===== src/rtl/mw_ctrl_pkg.sv =====
// Shared definitions for the Microwatt control register window.
// Register indices are addr[11:2]; responses are AXI4-Lite encodings.
// Pure declarations: no latency or backpressure of its own.
package mw_ctrl_pkg;

    localparam logic [9:0] REG_CTRL      = 10'h000;
    localparam logic [9:0] REG_BOOT_ADDR = 10'h001;
    localparam logic [9:0] REG_STATUS    = 10'h002;
    localparam logic [9:0] REG_SCRATCH   = 10'h003;
    localparam logic [9:0] REG_CYCLE     = 10'h004;

    localparam int CTRL_RUN      = 0;
    localparam int CTRL_SOFT_RST = 1;

    localparam logic [1:0] AXI_RESP_OKAY   = 2'b00;
    localparam logic [1:0] AXI_RESP_DECERR = 2'b11;

    typedef struct packed {
        logic [31:0] dat;
        logic [3:0]  strb;
    } wr_hold_t;

    function automatic logic [31:0] apply_wstrb(input logic [31:0] old_dat,
                                                input logic [31:0] new_dat,
                                                input logic [3:0]  strb);
        logic [31:0] res;
        for (int i = 0; i < 4; i++) begin
            res[8*i +: 8] = strb[i] ? new_dat[8*i +: 8] : old_dat[8*i +: 8];
        end
        return res;
    endfunction

endpackage


===== src/rtl/mw_ctrl_rst_gen.sv =====
// Core reset generator: core_rst = !run or a SOFT_RST hold still counting down.
// Latency: hold counter loads on the pulse edge, core_rst follows run combinationally.
// Backpressure: none; a pulse during an active hold reloads the full count.
module mw_ctrl_rst_gen #(
    parameter int RST_HOLD_CYC = 16
) (
    input  logic aclk,
    input  logic areset,
    input  logic run,
    input  logic soft_rst_pulse,
    output logic core_rst
);

    localparam int CW = $clog2(RST_HOLD_CYC + 1);

    logic [CW-1:0] hold_cnt;

    always_ff @(posedge aclk or posedge areset) begin
        if (areset) begin
            hold_cnt <= '0;
        end else if (soft_rst_pulse) begin
            hold_cnt <= CW'(RST_HOLD_CYC);
        end else if (hold_cnt != '0) begin
            hold_cnt <= hold_cnt - CW'(1);
        end
    end

    assign core_rst = ~run | (hold_cnt != '0);

endmodule


===== src/rtl/mw_ctrl_axil_slave.sv =====
// AXI4-Lite control window for Microwatt (CTRL, BOOT_ADDR, STATUS, SCRATCH; CYCLE with MW_CTRL_CYCLE_CNT_EN).
// Latency: write commits the edge after AW and W are both held; read data one edge after AR accept.
// Backpressure: one outstanding write and read; AW/W stall while bvalid, AR stalls while rvalid.
module mw_ctrl_axil_slave
    import mw_ctrl_pkg::*;
#(
    parameter int ADDR_WIDTH   = 32,
    parameter int DATA_WIDTH   = 32,
    parameter int RST_HOLD_CYC = 16
) (
    input  logic                    aclk,
    input  logic                    areset,
    input  logic [ADDR_WIDTH-1:0]   s_axi_awaddr,
    input  logic [2:0]              s_axi_awprot,
    input  logic                    s_axi_awvalid,
    output logic                    s_axi_awready,
    input  logic [DATA_WIDTH-1:0]   s_axi_wdata,
    input  logic [DATA_WIDTH/8-1:0] s_axi_wstrb,
    input  logic                    s_axi_wvalid,
    output logic                    s_axi_wready,
    output logic [1:0]              s_axi_bresp,
    output logic                    s_axi_bvalid,
    input  logic                    s_axi_bready,
    input  logic [ADDR_WIDTH-1:0]   s_axi_araddr,
    input  logic [2:0]              s_axi_arprot,
    input  logic                    s_axi_arvalid,
    output logic                    s_axi_arready,
    output logic [DATA_WIDTH-1:0]   s_axi_rdata,
    output logic [1:0]              s_axi_rresp,
    output logic                    s_axi_rvalid,
    input  logic                    s_axi_rready,
    output logic                    core_rst,
    output logic [31:0]             boot_addr
);

    if (DATA_WIDTH != 32) begin : g_bad_width
        $error("mw_ctrl_axil_slave supports DATA_WIDTH=32 only");
    end

    logic        rdy_en;
    logic        aw_held;
    logic        w_held;
    logic [9:0]  aw_idx;
    wr_hold_t    w_q;
    logic        run_q;
    logic [31:0] boot_q;
    logic [31:0] scratch_q;
    logic        bvalid_q;
    logic [1:0]  bresp_q;
    logic        rvalid_q;
    logic [31:0] rdata_q;
    logic [1:0]  rresp_q;

    logic        aw_hs, w_hs, ar_hs;
    logic        wr_commit, soft_rst_pulse, running;
    logic        wr_ok, rd_ok;
    logic [31:0] rd_val;
    logic [9:0]  ar_idx;

`ifdef MW_CTRL_CYCLE_CNT_EN
    logic [31:0] cycle_q;
`endif

    // Readies stay low through reset and for the first edge after release.
    assign s_axi_awready = rdy_en & ~aw_held & ~bvalid_q;
    assign s_axi_wready  = rdy_en & ~w_held & ~bvalid_q;
    assign s_axi_arready = rdy_en & ~rvalid_q;
    assign s_axi_bvalid  = bvalid_q;
    assign s_axi_bresp   = bresp_q;
    assign s_axi_rvalid  = rvalid_q;
    assign s_axi_rdata   = rdata_q;
    assign s_axi_rresp   = rresp_q;
    assign boot_addr     = boot_q;

    assign aw_hs     = s_axi_awvalid & s_axi_awready;
    assign w_hs      = s_axi_wvalid & s_axi_wready;
    assign ar_hs     = s_axi_arvalid & s_axi_arready;
    assign ar_idx    = s_axi_araddr[11:2];
    assign wr_commit = aw_held & w_held;
    assign running   = run_q & ~core_rst;

    assign soft_rst_pulse = wr_commit & (aw_idx == REG_CTRL) & w_q.strb[0]
                          & w_q.dat[CTRL_SOFT_RST];

    always_comb begin
        wr_ok = 1'b0;
        case (aw_idx)
            REG_CTRL, REG_BOOT_ADDR, REG_STATUS, REG_SCRATCH: wr_ok = 1'b1;
`ifdef MW_CTRL_CYCLE_CNT_EN
            REG_CYCLE: wr_ok = 1'b1;
`endif
            default: wr_ok = 1'b0;
        endcase
    end

    always_comb begin
        rd_ok  = 1'b1;
        rd_val = '0;
        case (ar_idx)
            REG_CTRL:      rd_val = {31'b0, run_q};
            REG_BOOT_ADDR: rd_val = boot_q;
            REG_STATUS:    rd_val = {30'b0, core_rst, running};
            REG_SCRATCH:   rd_val = scratch_q;
`ifdef MW_CTRL_CYCLE_CNT_EN
            REG_CYCLE:     rd_val = cycle_q;
`endif
            default:       rd_ok  = 1'b0;
        endcase
    end

    always_ff @(posedge aclk or posedge areset) begin
        if (areset) begin
            rdy_en   <= 1'b0;
            aw_held  <= 1'b0;
            w_held   <= 1'b0;
            aw_idx   <= '0;
            w_q      <= '0;
            bvalid_q <= 1'b0;
            bresp_q  <= AXI_RESP_OKAY;
        end else begin
            rdy_en <= 1'b1;
            if (wr_commit) begin
                aw_held <= 1'b0;
            end else if (aw_hs) begin
                aw_held <= 1'b1;
                aw_idx  <= s_axi_awaddr[11:2];
            end
            if (wr_commit) begin
                w_held <= 1'b0;
            end else if (w_hs) begin
                w_held <= 1'b1;
                w_q    <= '{dat: s_axi_wdata, strb: s_axi_wstrb};
            end
            if (wr_commit) begin
                bvalid_q <= 1'b1;
                bresp_q  <= wr_ok ? AXI_RESP_OKAY : AXI_RESP_DECERR;
            end else if (s_axi_bready) begin
                bvalid_q <= 1'b0;
            end
        end
    end

    // Registers update on the same edge the read data is captured, so a
    // coincident read sees the pre-write value.
    always_ff @(posedge aclk or posedge areset) begin
        if (areset) begin
            run_q     <= 1'b0;
            boot_q    <= '0;
            scratch_q <= '0;
        end else if (wr_commit) begin
            case (aw_idx)
                REG_CTRL:      if (w_q.strb[0]) run_q <= w_q.dat[CTRL_RUN];
                REG_BOOT_ADDR: boot_q    <= apply_wstrb(boot_q, w_q.dat, w_q.strb);
                REG_SCRATCH:   scratch_q <= apply_wstrb(scratch_q, w_q.dat, w_q.strb);
                default: ;
            endcase
        end
    end

    always_ff @(posedge aclk or posedge areset) begin
        if (areset) begin
            rvalid_q <= 1'b0;
            rdata_q  <= '0;
            rresp_q  <= AXI_RESP_OKAY;
        end else if (ar_hs) begin
            rvalid_q <= 1'b1;
            rdata_q  <= rd_val;
            rresp_q  <= rd_ok ? AXI_RESP_OKAY : AXI_RESP_DECERR;
        end else if (s_axi_rready) begin
            rvalid_q <= 1'b0;
        end
    end

`ifdef MW_CTRL_CYCLE_CNT_EN
    always_ff @(posedge aclk or posedge areset) begin
        if (areset) begin
            cycle_q <= '0;
        end else if (soft_rst_pulse) begin
            cycle_q <= '0;
        end else if (running) begin
            cycle_q <= cycle_q + 32'd1;
        end
    end
`endif

    mw_ctrl_rst_gen #(
        .RST_HOLD_CYC(RST_HOLD_CYC)
    ) u_rst_gen (
        .aclk          (aclk),
        .areset        (areset),
        .run           (run_q),
        .soft_rst_pulse(soft_rst_pulse),
        .core_rst      (core_rst)
    );

    logic unused_ok;
    assign unused_ok = ^{s_axi_awprot, s_axi_arprot,
                         s_axi_awaddr[ADDR_WIDTH-1:12], s_axi_awaddr[1:0],
                         s_axi_araddr[ADDR_WIDTH-1:12], s_axi_araddr[1:0]};

endmodule


===== config.mk =====
export PLATFORM = sky130hd
export DESIGN_NAME = mw_ctrl_axil_slave
export DESIGN_NICKNAME = d
export VERILOG_FILES = /design/src/rtl/mw_ctrl_pkg.sv /design/src/rtl/mw_ctrl_rst_gen.sv /design/src/rtl/mw_ctrl_axil_slave.sv
export SDC_FILE = /design/constraint.sdc
export NUM_CORES = 1
export LEC_CHECK = 0
export ABC_AREA = 1
export CAP_MARGIN = 40
export CORE_UTILIZATION = 44
export CTS_CLUSTER_SIZE = 28
export DETAILED_ROUTE_END_ITERATION = 12
export HOLD_SLACK_MARGIN = 0.15
export PLACE_DENSITY = 0.81
export SYNTH_ARGS = -nofsm -noshare
export SYNTH_HDL_FRONTEND = slang
export SYNTH_SLANG_ARGS = --single-unit

===== constraint.sdc =====
create_clock -name aclk -period 12.35 [get_ports aclk]
set_clock_uncertainty 0.05 [all_clocks]
set_input_delay 3.705 -clock aclk [delete_from_list [all_inputs] [get_ports aclk]]
set_output_delay 3.705 -clock aclk [all_outputs]
set_load 0.05 [all_outputs]

==> flow_summary_export.csv <==
group,metric,value,unit
placed_design,buffer_ports.inserted,136,
global_route,grt_antenna_before_repair,2,
routing,routed_wire_length,15.3,mm
clock_tree,worstSkewPairLatency,0.42,ns
clock_tree,clock_root_cell,"sky130_fd_sc_hd__clkbuf_16",
power_and_ir_drop,netSwitchingFraction,34.2,%
clock_tree,cts-buffers-inserted,17,
floorplanning,fp.dieW,127,µm
sta,worst_pin_slew,0.737,ns
sta,setup_viol,0,
power_and_ir_drop,power.clock.fraction,31.2,%
hold_path,min_path_type,"reg2reg",
floorplanning,placeableCoreArea,0.0152,mm²
power_and_ir_drop,seq_power_share,41.2,%
logic_synthesis,synthArstFlopShare,100,%
clock_tree,cts_buffer_depth,2,
routing,drt_iter0_markers,294,
placed_design,gpl.final_weighted_congestion,0.746,
floorplanning,initial_core_util,45.0,%
power_and_ir_drop,cellPowerDensity,186,mW/mm²
hold_path,timing.hold.worst_path_depth,2,
setup_path,crit-reg2reg-launch,"rdy_en$_DFF_PP0_",
floorplanning,floorplan_die_area,0.0161,mm²
setup_path,worst_setup_path_startpoint,"u_rst_gen.hold_cnt[0]$_DFFE_PP0P_",
floorplanning,rows,45,
clock_tree,path_clk_slew,0.06,ns
sta,timing_max_transition_violations_final,0,
clock_tree,tritoncts,"built",
logic_synthesis,mappedNetlistNets,843,
flow_run,drv.max_cap_violation_count,0,
logic_synthesis,post_synth_instance_area,0.00684,mm²
sta,setup_repair_after_global_routing_missed_its_margin,"false",
sta,top_achievable_clock_speed,171,MHz
logic_synthesis,synth.ff_latch_count,155,
global_route,grt_pass1_wl,25.9,mm
final_layout,synth_to_final_area_change,30.3,%
routing,detailroute.via_count,5206,
sta,final_hold_vio_count,0,
placed_design,post_dp_cell_area,0.00833,mm²
routing,detail_route.drc_violations,0,
logic_synthesis,syn_inst_count,729,
hold_path,min_delay_worst_endpoint,"s_axi_rdata[8]$_DFFE_PP0P_",
routing,vias_per_cell,4.93,
clock_tree,clock-sinks,155,
logic_synthesis,synth-warning-count,0,
global_route,all_layer_gr_usage,20.9,%
logic_synthesis,synth_area_per_cell,9.38,µm²
sta,final_cycle_utilization_of_the_critical_path,47.5,%
sta,tightest_slew_margin_relative_to_the_limit,50.9,%
clock_tree,post_cts_buffers,0,
setup_path,critPathLaunchType,"flop",
logic_synthesis,synth_area_leader_cell,"sky130_fd_sc_hd__dfrtp_1",
power_and_ir_drop,comb_power_share,27.6,%
sta,hold-worst-slack,0.428,ns
logic_synthesis,post_synth_num_cell_types,30,
setup_path,cp-end-kind,"output pin",
final_layout,nets,969,
routing,routedWlPerCell,14.5,µm
setup_path,timing.setup.critical_path_class,"reg2out",
clock_tree,ctsResizeCount,0,
sta,final.setup.tns,0,ns
global_route,grt_start_max_net_pins,74,
final_layout,area_of_all_placed_cells_without_fillers,0.00892,mm²
setup_path,crit_required,8.59,ns
run_status,run_status,"completed",
routing,first_pass_iters,4,
logic_synthesis,synth-seq-area-share,56.7,%
clock_tree,cts-htree-levels,4,
setup_path,worst_ep_arrival_time,2.11,ns
clock_tree,cts.hold.buffers_added,0,
logic_synthesis,synth_edf_count,0,
setup_path,rr_endpoint,"s_axi_rdata[8]$_DFFE_PP0P_",
power_and_ir_drop,worst_ir_drop_vdd,0.0000896,V
hold_path,launch_point_of_the_worst_hold_path,"s_axi_rdata[8]$_DFFE_PP0P_",
global_route,globalRouteOverflowTotal,0,
sta,period_needed,5.86,ns
logic_synthesis,netlist_top_cells_area,"sky130_fd_sc_hd__dfrtp_1 (57%), sky130_fd_sc_hd__nand2_1 (11%), sky130_fd_sc_hd__o21ai_2 (6.9%)",
routing,antenna_violation_net_count_after_detailed_routing,0,
power_and_ir_drop,internal_power,1.09,mW
setup_path,path_max_fanout,5,
global_route,via_count_of_the_first_global_routing_pass,5125,
setup_path,worst_r2r_path_depth,8,
power_and_ir_drop,p_leak,4.32,nW
floorplanning,ioPinCount,187,
logic_synthesis,ys_dominant_reg_cell,"sky130_fd_sc_hd__dfrtp_1",
logic_synthesis,synth.top_cell.area_share,56.7,%
floorplanning,vertical_extent_of_the_die,127,µm
final_layout,fraction_of_final_layout_cells_sized_beyond_drive_strength_1,15.1,%
power_and_ir_drop,power.net_switching,0.567,mW
setup_path,setup.reg_to_reg.worst_slack,10.53,ns
placed_design,hpwl,10.3,mm
## state kept, by name (all words and copies together), names as in the netlist
register	cells
s_axi_rresp	1
rdy_en	1
s_axi_bresp	1
boot_addr	32
aw_idx	10
s_axi_rdata	32
aw_held	1
u_rst_gen.hold_cnt	5
w_held	1
s_axi_rvalid	1
run_q	1
s_axi_bvalid	1
w_q	36
scratch_q	32
## worst max-delay path, stage by stage, from the launching register on
cell and delay (ns):
sky130_fd_sc_hd__dfrtp_1 0.37, sky130_fd_sc_hd__inv_1 0.07, sky130_fd_sc_hd__ha_1 0.25, sky130_fd_sc_hd__nand4_1 0.17, sky130_fd_sc_hd__clkdlybuf4s50_1 0.83
## power by group through the flow
stage | clock network [mW] | registers [mW] | logic, mW
after CTS | 0.526 | 0.682 | 0.464
after floorplan | 0 | 0.760 | 0.256
after global placement | 0 | 0.686 | 0.449
after global routing | 0.551 | 0.695 | 0.504
after detailed placement | 0 | 0.690 | 0.462
final | 0.516 | 0.683 | 0.457
## worst max-delay path by stage
stage | end | slack [ns] | cells after the start
finish | core_rst | 6.49 | 4
global placement | w_q[19]$_DFFE_PP0P_ | 6.53 | 3
detailed placement | s_axi_rdata[8]$_DFFE_PP0P_ | 6.62 | 9
floorplan | aw_held$_DFFE_PP0P_ | 4.42 | 1
CTS | core_rst | 6.47 | 4
global route | core_rst | 6.41 | 4
## cells in the final DEF (no fill, tap or decap), types with 11 or more instances in the layout
cell	Yosys	routed
sky130_fd_sc_hd__clkbuf_16	0	17
sky130_fd_sc_hd__clkdlybuf4s50_1	0	136
sky130_fd_sc_hd__o21ai_2	54	54
sky130_fd_sc_hd__inv_1	52	51
sky130_fd_sc_hd__nand3_1	74	74
sky130_fd_sc_hd__nor2_1	49	48
sky130_fd_sc_hd__a21oi_1	38	38
sky130_fd_sc_hd__dfrtp_1	155	155
sky130_fd_sc_hd__nand2_2	10	11
sky130_fd_sc_hd__nand2_1	202	201
## Yosys cell counts, types with 6 or more instances
| cell | number |
|---|---|
| sky130_fd_sc_hd__nand2_1 | 202 |
| sky130_fd_sc_hd__o21ai_2 | 54 |
| sky130_fd_sc_hd__buf_4 | 6 |
| sky130_fd_sc_hd__buf_2 | 7 |
| sky130_fd_sc_hd__dfrtp_1 | 155 |
| sky130_fd_sc_hd__a21oi_1 | 38 |
| sky130_fd_sc_hd__mux2_1 | 7 |
| sky130_fd_sc_hd__o21ai_1 | 10 |
| sky130_fd_sc_hd__clkbuf_1 | 12 |
| sky130_fd_sc_hd__o21ai_0 | 7 |
| sky130_fd_sc_hd__nand3_1 | 74 |
| sky130_fd_sc_hd__inv_1 | 52 |
| sky130_fd_sc_hd__nand2_2 | 10 |
| sky130_fd_sc_hd__buf_6 | 8 |
| sky130_fd_sc_hd__nor2_2 | 7 |
| sky130_fd_sc_hd__nor2_1 | 49 |
## cell families (layout without fill, tap and decap cells)
group                      Yosys count  in the layout  share of synthesized area [%]
xor gates and xnor gates             1              1                          0.128
DFF                                155            155                           56.7
adders and majority gates            1              1                          0.183
muxes                                9              9                           1.48
AOI/OAI and AO/OA                  109            109                           10.9
buffers and inverters               90            229                           6.27
and+or+nand+nor                    363            363                           24.3
other                                1              2                         0.0548
## layout make-up
class / count / area, µm²
Tap cell: 188 / 235
Sequential cell: 155 / 3880
Clock buffer: 20 / 437
Multi-Input combinational cell: 484 / 2550
Fill cell: 1292 / 6280
Clock inverter: 12 / 149
Timing Repair Buffer: 144 / 1460
Antenna cell: 1 / 2.50
Inverter: 53 / 204
## per-stage QoR
step | total power, mW | setup slack [ns] | cells | util, %
6_report | 1.66 | 6.49 | 1057 | 58.7
5_1_grt | 1.75 | 6.41 | 1056 | 58.6
3_3_place_gp | 1.13 | 6.53 | 1022 | 54.4
3_5_place_dp | 1.15 | 6.62 | 1024 | 54.8
2_1_floorplan | 1.02 | 4.42 | 729 | -
4_1_cts | 1.67 | 6.47 | 1056 | 58.6
## metal layers
metal  vias up  GRT usage (%)  part of all wire [%]
met2       132           33.9                    48
met4         2           8.61                   2.2
met3        25           5.15                   5.1
li1       2601              -                     -
met1      2446           27.1                    44
met5         -              0                 0.072
No activity file was read; power rests on OpenSTA's default activity.
